File: src/rtl/uart_rx_oversample.sv
`default_nettype none
`timescale 1ns/1ps
// ============================================================================
// Module  : uart_rx_oversample
// Brief   : 8N1 UART receiver, 2-of-3 mid-bit vote on an oversample strobe.
// Rev     : 1.0  initial release
// ============================================================================
module uart_rx_oversample #(
  parameter int SAMPLE_MULTIPLIER = 8,
  parameter int CNT_WIDTH         = 4
) (
  input  logic       clk,
  input  logic       rst,
  input  logic       rxclk_en,
  input  logic       rx,
  output logic [7:0] ucode,
  output logic       uvalid,
  output logic       frame_err,
  output logic       busy
);

  localparam logic [2:0] c_IDLE  = 3'd0;
  localparam logic [2:0] c_START = 3'd1;
  localparam logic [2:0] c_DATA  = 3'd2;
  localparam logic [2:0] c_STOP  = 3'd3;
  localparam logic [2:0] c_BREAK = 3'd4;

  localparam logic [CNT_WIDTH-1:0] c_TC_S0   = CNT_WIDTH'(SAMPLE_MULTIPLIER/2 - 1);
  localparam logic [CNT_WIDTH-1:0] c_TC_S1   = CNT_WIDTH'(SAMPLE_MULTIPLIER/2);
  localparam logic [CNT_WIDTH-1:0] c_TC_VOTE = CNT_WIDTH'(SAMPLE_MULTIPLIER/2 + 1);
  localparam logic [CNT_WIDTH-1:0] c_TC_LAST = CNT_WIDTH'(SAMPLE_MULTIPLIER - 1);

  logic                 r_sync1, r_sync2;
  logic                 w_rx_s;
  logic [2:0]           r_state, w_state_next;
  logic [CNT_WIDTH-1:0] r_tc, w_tc_next;
  logic [2:0]           r_bit_idx;
  logic [7:0]           r_shift;
  logic [1:0]           r_samp;
  logic [7:0]           r_ucode;
  logic                 r_uvalid, r_ferr;
  logic                 w_vote, w_at_vote, w_at_last, w_load, w_ferr;

  always_ff @(posedge clk or posedge rst) begin
    if (rst) begin
      r_sync1 <= 1'b1;
      r_sync2 <= 1'b1;
    end else begin
      r_sync1 <= rx;
      r_sync2 <= r_sync1;
    end
  end

  assign w_rx_s    = r_sync2;
  assign w_vote    = (r_samp[0] & r_samp[1]) | (w_rx_s & (r_samp[0] | r_samp[1]));
  assign w_at_vote = (r_tc == c_TC_VOTE);
  assign w_at_last = (r_tc == c_TC_LAST);

  always_ff @(posedge clk or posedge rst) begin
    if (rst) r_state <= c_IDLE;
    else     r_state <= w_state_next;
  end

  always_comb begin
    w_state_next = r_state;
    if (rxclk_en) begin
      case (r_state)
        c_IDLE:  if (!w_rx_s) w_state_next = c_START;
        c_START: begin
          if (w_at_vote && w_vote) w_state_next = c_IDLE;
          else if (w_at_last)      w_state_next = c_DATA;
        end
        c_DATA:  if (w_at_last && (r_bit_idx == 3'd7)) w_state_next = c_STOP;
        c_STOP:  if (w_at_vote) w_state_next = w_vote ? c_IDLE : c_BREAK;
        c_BREAK: if (w_rx_s) w_state_next = c_IDLE;
        default: w_state_next = c_IDLE;
      endcase
    end
  end

  always_comb begin
    busy   = (r_state != c_IDLE);
    w_load = rxclk_en && (r_state == c_STOP) && w_at_vote && w_vote;
    w_ferr = rxclk_en && (r_state == c_STOP) && w_at_vote && !w_vote;
  end

  // The detecting tick is tick 0 of the start bit, so the counter leaves IDLE at 1.
  always_comb begin
    w_tc_next = r_tc;
    if (rxclk_en) begin
      if (r_state == c_IDLE)
        w_tc_next = w_rx_s ? '0 : CNT_WIDTH'(1);
      else if ((r_state == c_BREAK) || w_at_last || (w_state_next != r_state))
        w_tc_next = '0;
      else
        w_tc_next = r_tc + CNT_WIDTH'(1);
    end
  end

  always_ff @(posedge clk or posedge rst) begin
    if (rst) begin
      r_tc      <= '0;
      r_samp    <= 2'b11;
      r_bit_idx <= 3'd0;
      r_shift   <= 8'h00;
      r_ucode   <= 8'h00;
      r_uvalid  <= 1'b0;
      r_ferr    <= 1'b0;
    end else begin
      r_uvalid <= w_load;
      r_ferr   <= w_ferr;
      if (w_load) r_ucode <= r_shift;
      r_tc <= w_tc_next;
      if (rxclk_en) begin
        if (r_tc == c_TC_S0) r_samp[0] <= w_rx_s;
        if (r_tc == c_TC_S1) r_samp[1] <= w_rx_s;
        if (r_state != c_DATA)  r_bit_idx <= 3'd0;
        else if (w_at_last)     r_bit_idx <= r_bit_idx + 3'd1;
        if ((r_state == c_DATA) && w_at_vote) r_shift[r_bit_idx] <= w_vote;
      end
    end
  end

  assign ucode     = r_ucode;
  assign uvalid    = r_uvalid;
  assign frame_err = r_ferr;

endmodule
`default_nettype wire

File: config.mk
export PLATFORM = sky130hd
export DESIGN_NAME = uart_rx_oversample
export DESIGN_NICKNAME = d
export VERILOG_FILES = /design/src/rtl/uart_rx_oversample.sv
export SDC_FILE = /design/constraint.sdc
export NUM_CORES = 1
export LEC_CHECK = 0
export ABC_AREA = 1
export BUFFER_PORTS_ARGS = -buffer_cell sky130_fd_sc_hd__buf_2
export CORE_MARGIN = 2
export CORE_UTILIZATION = 40
export CTS_CLUSTER_DIAMETER = 200
export CTS_CLUSTER_SIZE = 20
export DETAILED_ROUTE_END_ITERATION = 16
export PLACE_DENSITY_LB_ADDON = 0.05
export REMOVE_ABC_BUFFERS = 1
export SLEW_MARGIN = 5
export SYNTH_ARGS = -nofsm -noshare
export SYNTH_HDL_FRONTEND = slang
export SYNTH_SLANG_ARGS = --single-unit
File: constraint.sdc
create_clock -name clk -period 2.1 [get_ports clk]
set_clock_uncertainty 0.1 [all_clocks]
set_input_delay 0.21 -clock clk [delete_from_list [all_inputs] [get_ports clk]]
set_output_delay 0.21 -clock clk [all_outputs]
set_load 0.03 [all_outputs]
==> results.sh <==
export IMPL_required_ns=2.15
export IMPL_vias_per_cell=4.905
export IMPL_antenna_found_initial=0
export IMPL_dieArea_um2=4509
export IMPL_async_flop_share_pct=100.0
export IMPL_p_int_mw=1.176
export IMPL_remaining_drc_errors=0
export IMPL_netSwitchingFraction_pct=38.67
export IMPL_rsz0062_at_grt="no"
export IMPL_status="completed"
export IMPL_arrival_ns=1.95
export IMPL_grt_total_usage_pct=17.10
export IMPL_use_met3_pct=5.000
export IMPL_slew_viol_final=0
export IMPL_dpl_cell_area_um2=1733
export IMPL_cpPeakStageDelay_ns=0.41
export IMPL_synth_edf_count=0
export IMPL_die_h_um=67.15
export IMPL_cts_root_buffer="clkbuf_8"
export IMPL_hp_class="input port to flop"
export IMPL_yosys_top_cells_count="55 x nand2_1, 28 x dfrtp_1, 18 x inv_1"
export IMPL_max_slew_margin_pct=69.19
export IMPL_final_nets=224
export IMPL_setup_viol=0
export IMPL_ctsResizeCount=0
export IMPL_synth_seq_cells=32
export IMPL_ir_worst_vdd_v=0.0004973
export IMPL_grt_ovfl_total=0
export IMPL_vias=1290
export IMPL_initial_core_util_pct=42.61
export IMPL_hpwlAfterDp_um=2394
export IMPL_num_io_pins=15
export IMPL_synth_area_um2=1595
export IMPL_yosysTopAreaCell="dfrtp_1"
export IMPL_first_pass_iters=4
export IMPL_yosys_cell_types_count=24
export IMPL_p_comb_share_pct=33.4
export IMPL_n_fill_cell=395
export IMPL_insertion_delay_ns=0.27
export IMPL_synthCells=192
export IMPL_final_cell_area_um2=1831
export IMPL_finalCriticalPeriod_ns=1.898
export IMPL_synth_seq_area_share_pct=50.51
export IMPL_start_kind="flop"
export IMPL_syn2layout_area_growth_pct=14.75
export IMPL_postRouteAntennaNets=0
export IMPL_numCtsBuffers=5
export IMPL_clk_pin_slew_ns=0.06
export IMPL_wl_um=3282
export IMPL_placementRows=22
export IMPL_grt_pass1_vias=1293
export IMPL_wl_per_cell_um=12.48
export IMPL_htreeDepth=2
export IMPL_n_antenna_cell=0
export IMPL_crit_chain="inv_1 -> ha_1 -> nand3_2 -> nor2_1 -> nand2_1 -> nand2_1 -> nand2_1 -> o211ai_1 -> inv_2 -> nand2_2 -> o22ai_2"
export IMPL_fin_crit_sh_pct=90.38
export IMPL_cap_violations=0
export IMPL_hold_ws_ns=0.2461
export IMPL_synth_area_top_cells="dfrtp_1 44%, nand2_1 13%, dfstp_2 6.6%"
export IMPL_first_iter_violations=75
export IMPL_drive_above_1_share_pct=20.93
export IMPL_coreArea_um2=3744
export IMPL_crit_type="flop to flop"
export IMPL_numPortBuffers=14
export IMPL_worst_slew_pin_slew_ns=0.4616
export IMPL_yosys_warnings=0
export IMPL_yosysMostFrequentCell="nand2_1"
export IMPL_post_route_util_pct=48.90
export IMPL_grt_pass1_wl_um=5733
export IMPL_cts_buffer_depth=2
export IMPL_avgSynthCellArea_um2=8.309
export IMPL_seqPwrFrac_pct=44.2
export IMPL_tns_ns=0
export IMPL_p_per_area_nw_per_um2=1047
export IMPL_synth_top_area_share_pct=43.92
export IMPL_gp_congestion=0.8888
export IMPL_die_w_um=67.15
export IMPL_use_met1_pct=23.09
export IMPL_path_max_fanout=6
export IMPL_cts_tree="done"
export IMPL_hold_viol_final=0
export IMPL_post_cts_buffers=0
export IMPL_top_usage_layer="met2"
export IMPL_clock_sinks=32
export IMPL_fmax_mhz=526.9
export IMPL_cellLeakagePower_nw=0.9346
export IMPL_use_met2_pct=25.99
export IMPL_p_switching_uw=741.3
export IMPL_cts_hold_buf=2
export IMPL_cp_end_kind="flop"
export IMPL_p_clk_share_pct=22.5
export IMPL_crit_path_frequent_cell="nand2_1"
export IMPL_grt_start_max_net_pins=22
export IMPL_cpMaxStageDelayCell="dfrtp_1"
export IMPL_ys_flop_type="dfrtp_1"
[layer usage]
metal	wire length (µm)	vias to the layer above	part of all wire, %
met4	34	0	1.0
met3	120	4	3.7
li1	-	666	-
met2	1398	25	43
met5	0	-	0
met1	1729	595	53
[final cells by class]
cell class | instances | area, µm² | area share, %
Clock buffer | 6 | 72.57 | 3.964
Clock inverter | 1 | 5.005 | 0.2734
Inverter | 22 | 82.58 | 4.511
Multi-Input combinational cell | 135 | 691.9 | 37.80
Sequential cell | 32 | 805.8 | 44.02
Tap cell | 48 | 60.06 | 3.281
Timing Repair Buffer | 19 | 112.6 | 6.152
[sequential cells by signal (all words and copies together) (netlist names)]
| name | count |
|---|---|
| r_sync2 | 1 |
| r_tc | 4 |
| r_state | 3 |
| r_sync1 | 1 |
| frame_err | 1 |
| ucode | 8 |
| r_shift | 8 |
| uvalid | 1 |
| r_samp | 2 |
| r_bit_idx | 3 |
[worst paths after layout]
| kind | start | endpoint | slack, ns | depth (start not counted) |
|---|---|---|---|---|
| max | r_tc[1] | r_tc[1] | 0.20 | 11 |
| min | rxclk_en | frame_err | 0.25 | 3 |
| max reg2reg | r_tc[1] | r_tc[1] | 0.20 | 11 |
| min reg2reg | r_sync1 | r_sync2 | 0.26 | 0 |
| max in group asynchronous | rst | r_shift[6] | 0.87 | 4 |
| min in group asynchronous | rst | r_tc[2] | 0.38 | 3 |
[placed cells by master (no fill, tap or decap), types with 5 or more instances in the layout]
cell type   n
buf_2      14
clkbuf_8    5
dfrtp_1    28
ha_1        5
inv_1      18
nand2_1    55
nand3_1    17
nor2_1     17
o21ai_0     8
o21ai_1     9
[critical path, delay by kind of cell (launching register included)]
| family | cells | cell delay, ns |
|---|---|---|
| buffers and inverters | 2 | 0.22 |
| AND/OR/NAND/NOR | 6 | 0.68 |
| AO/OA/AOI/OAI | 2 | 0.17 |
| flip-flops | 1 | 0.41 |
| adder cells (fa/ha/maj) | 1 | 0.19 |
[through the flow]
stage | power, mW | instances | worst slack [ns]
floorplan | 1.322 | 189 | 0.4512
global placement | 1.474 | 254 | 0.2155
detailed placement | 1.486 | 254 | 0.2201
CTS | 1.935 | 263 | 0.2082
global route | 2.073 | 263 | 0.01874
finish | 1.917 | 263 | 0.2020
[power groups by stage]
stage,logic (mW),registers (mW),clock network (mW)
6_report,0.640,0.847,0.431
3_5_place_dp,0.633,0.853,0
3_3_place_gp,0.622,0.852,0
4_1_cts,0.639,0.844,0.452
5_1_grt,0.725,0.870,0.478
2_1_floorplan,0.494,0.828,0
[cell families after synthesis]
| kind of cell | after synthesis | share of synthesized area (%) |
|---|---|---|
| flops | 32 | 50.51 |
| compound gates | 27 | 10.51 |
| buf+inv | 25 | 6.117 |
| fa+ha+maj | 5 | 3.922 |
| simple gates | 103 | 28.94 |
No activity file was read; power rests on OpenSTA's default activity.
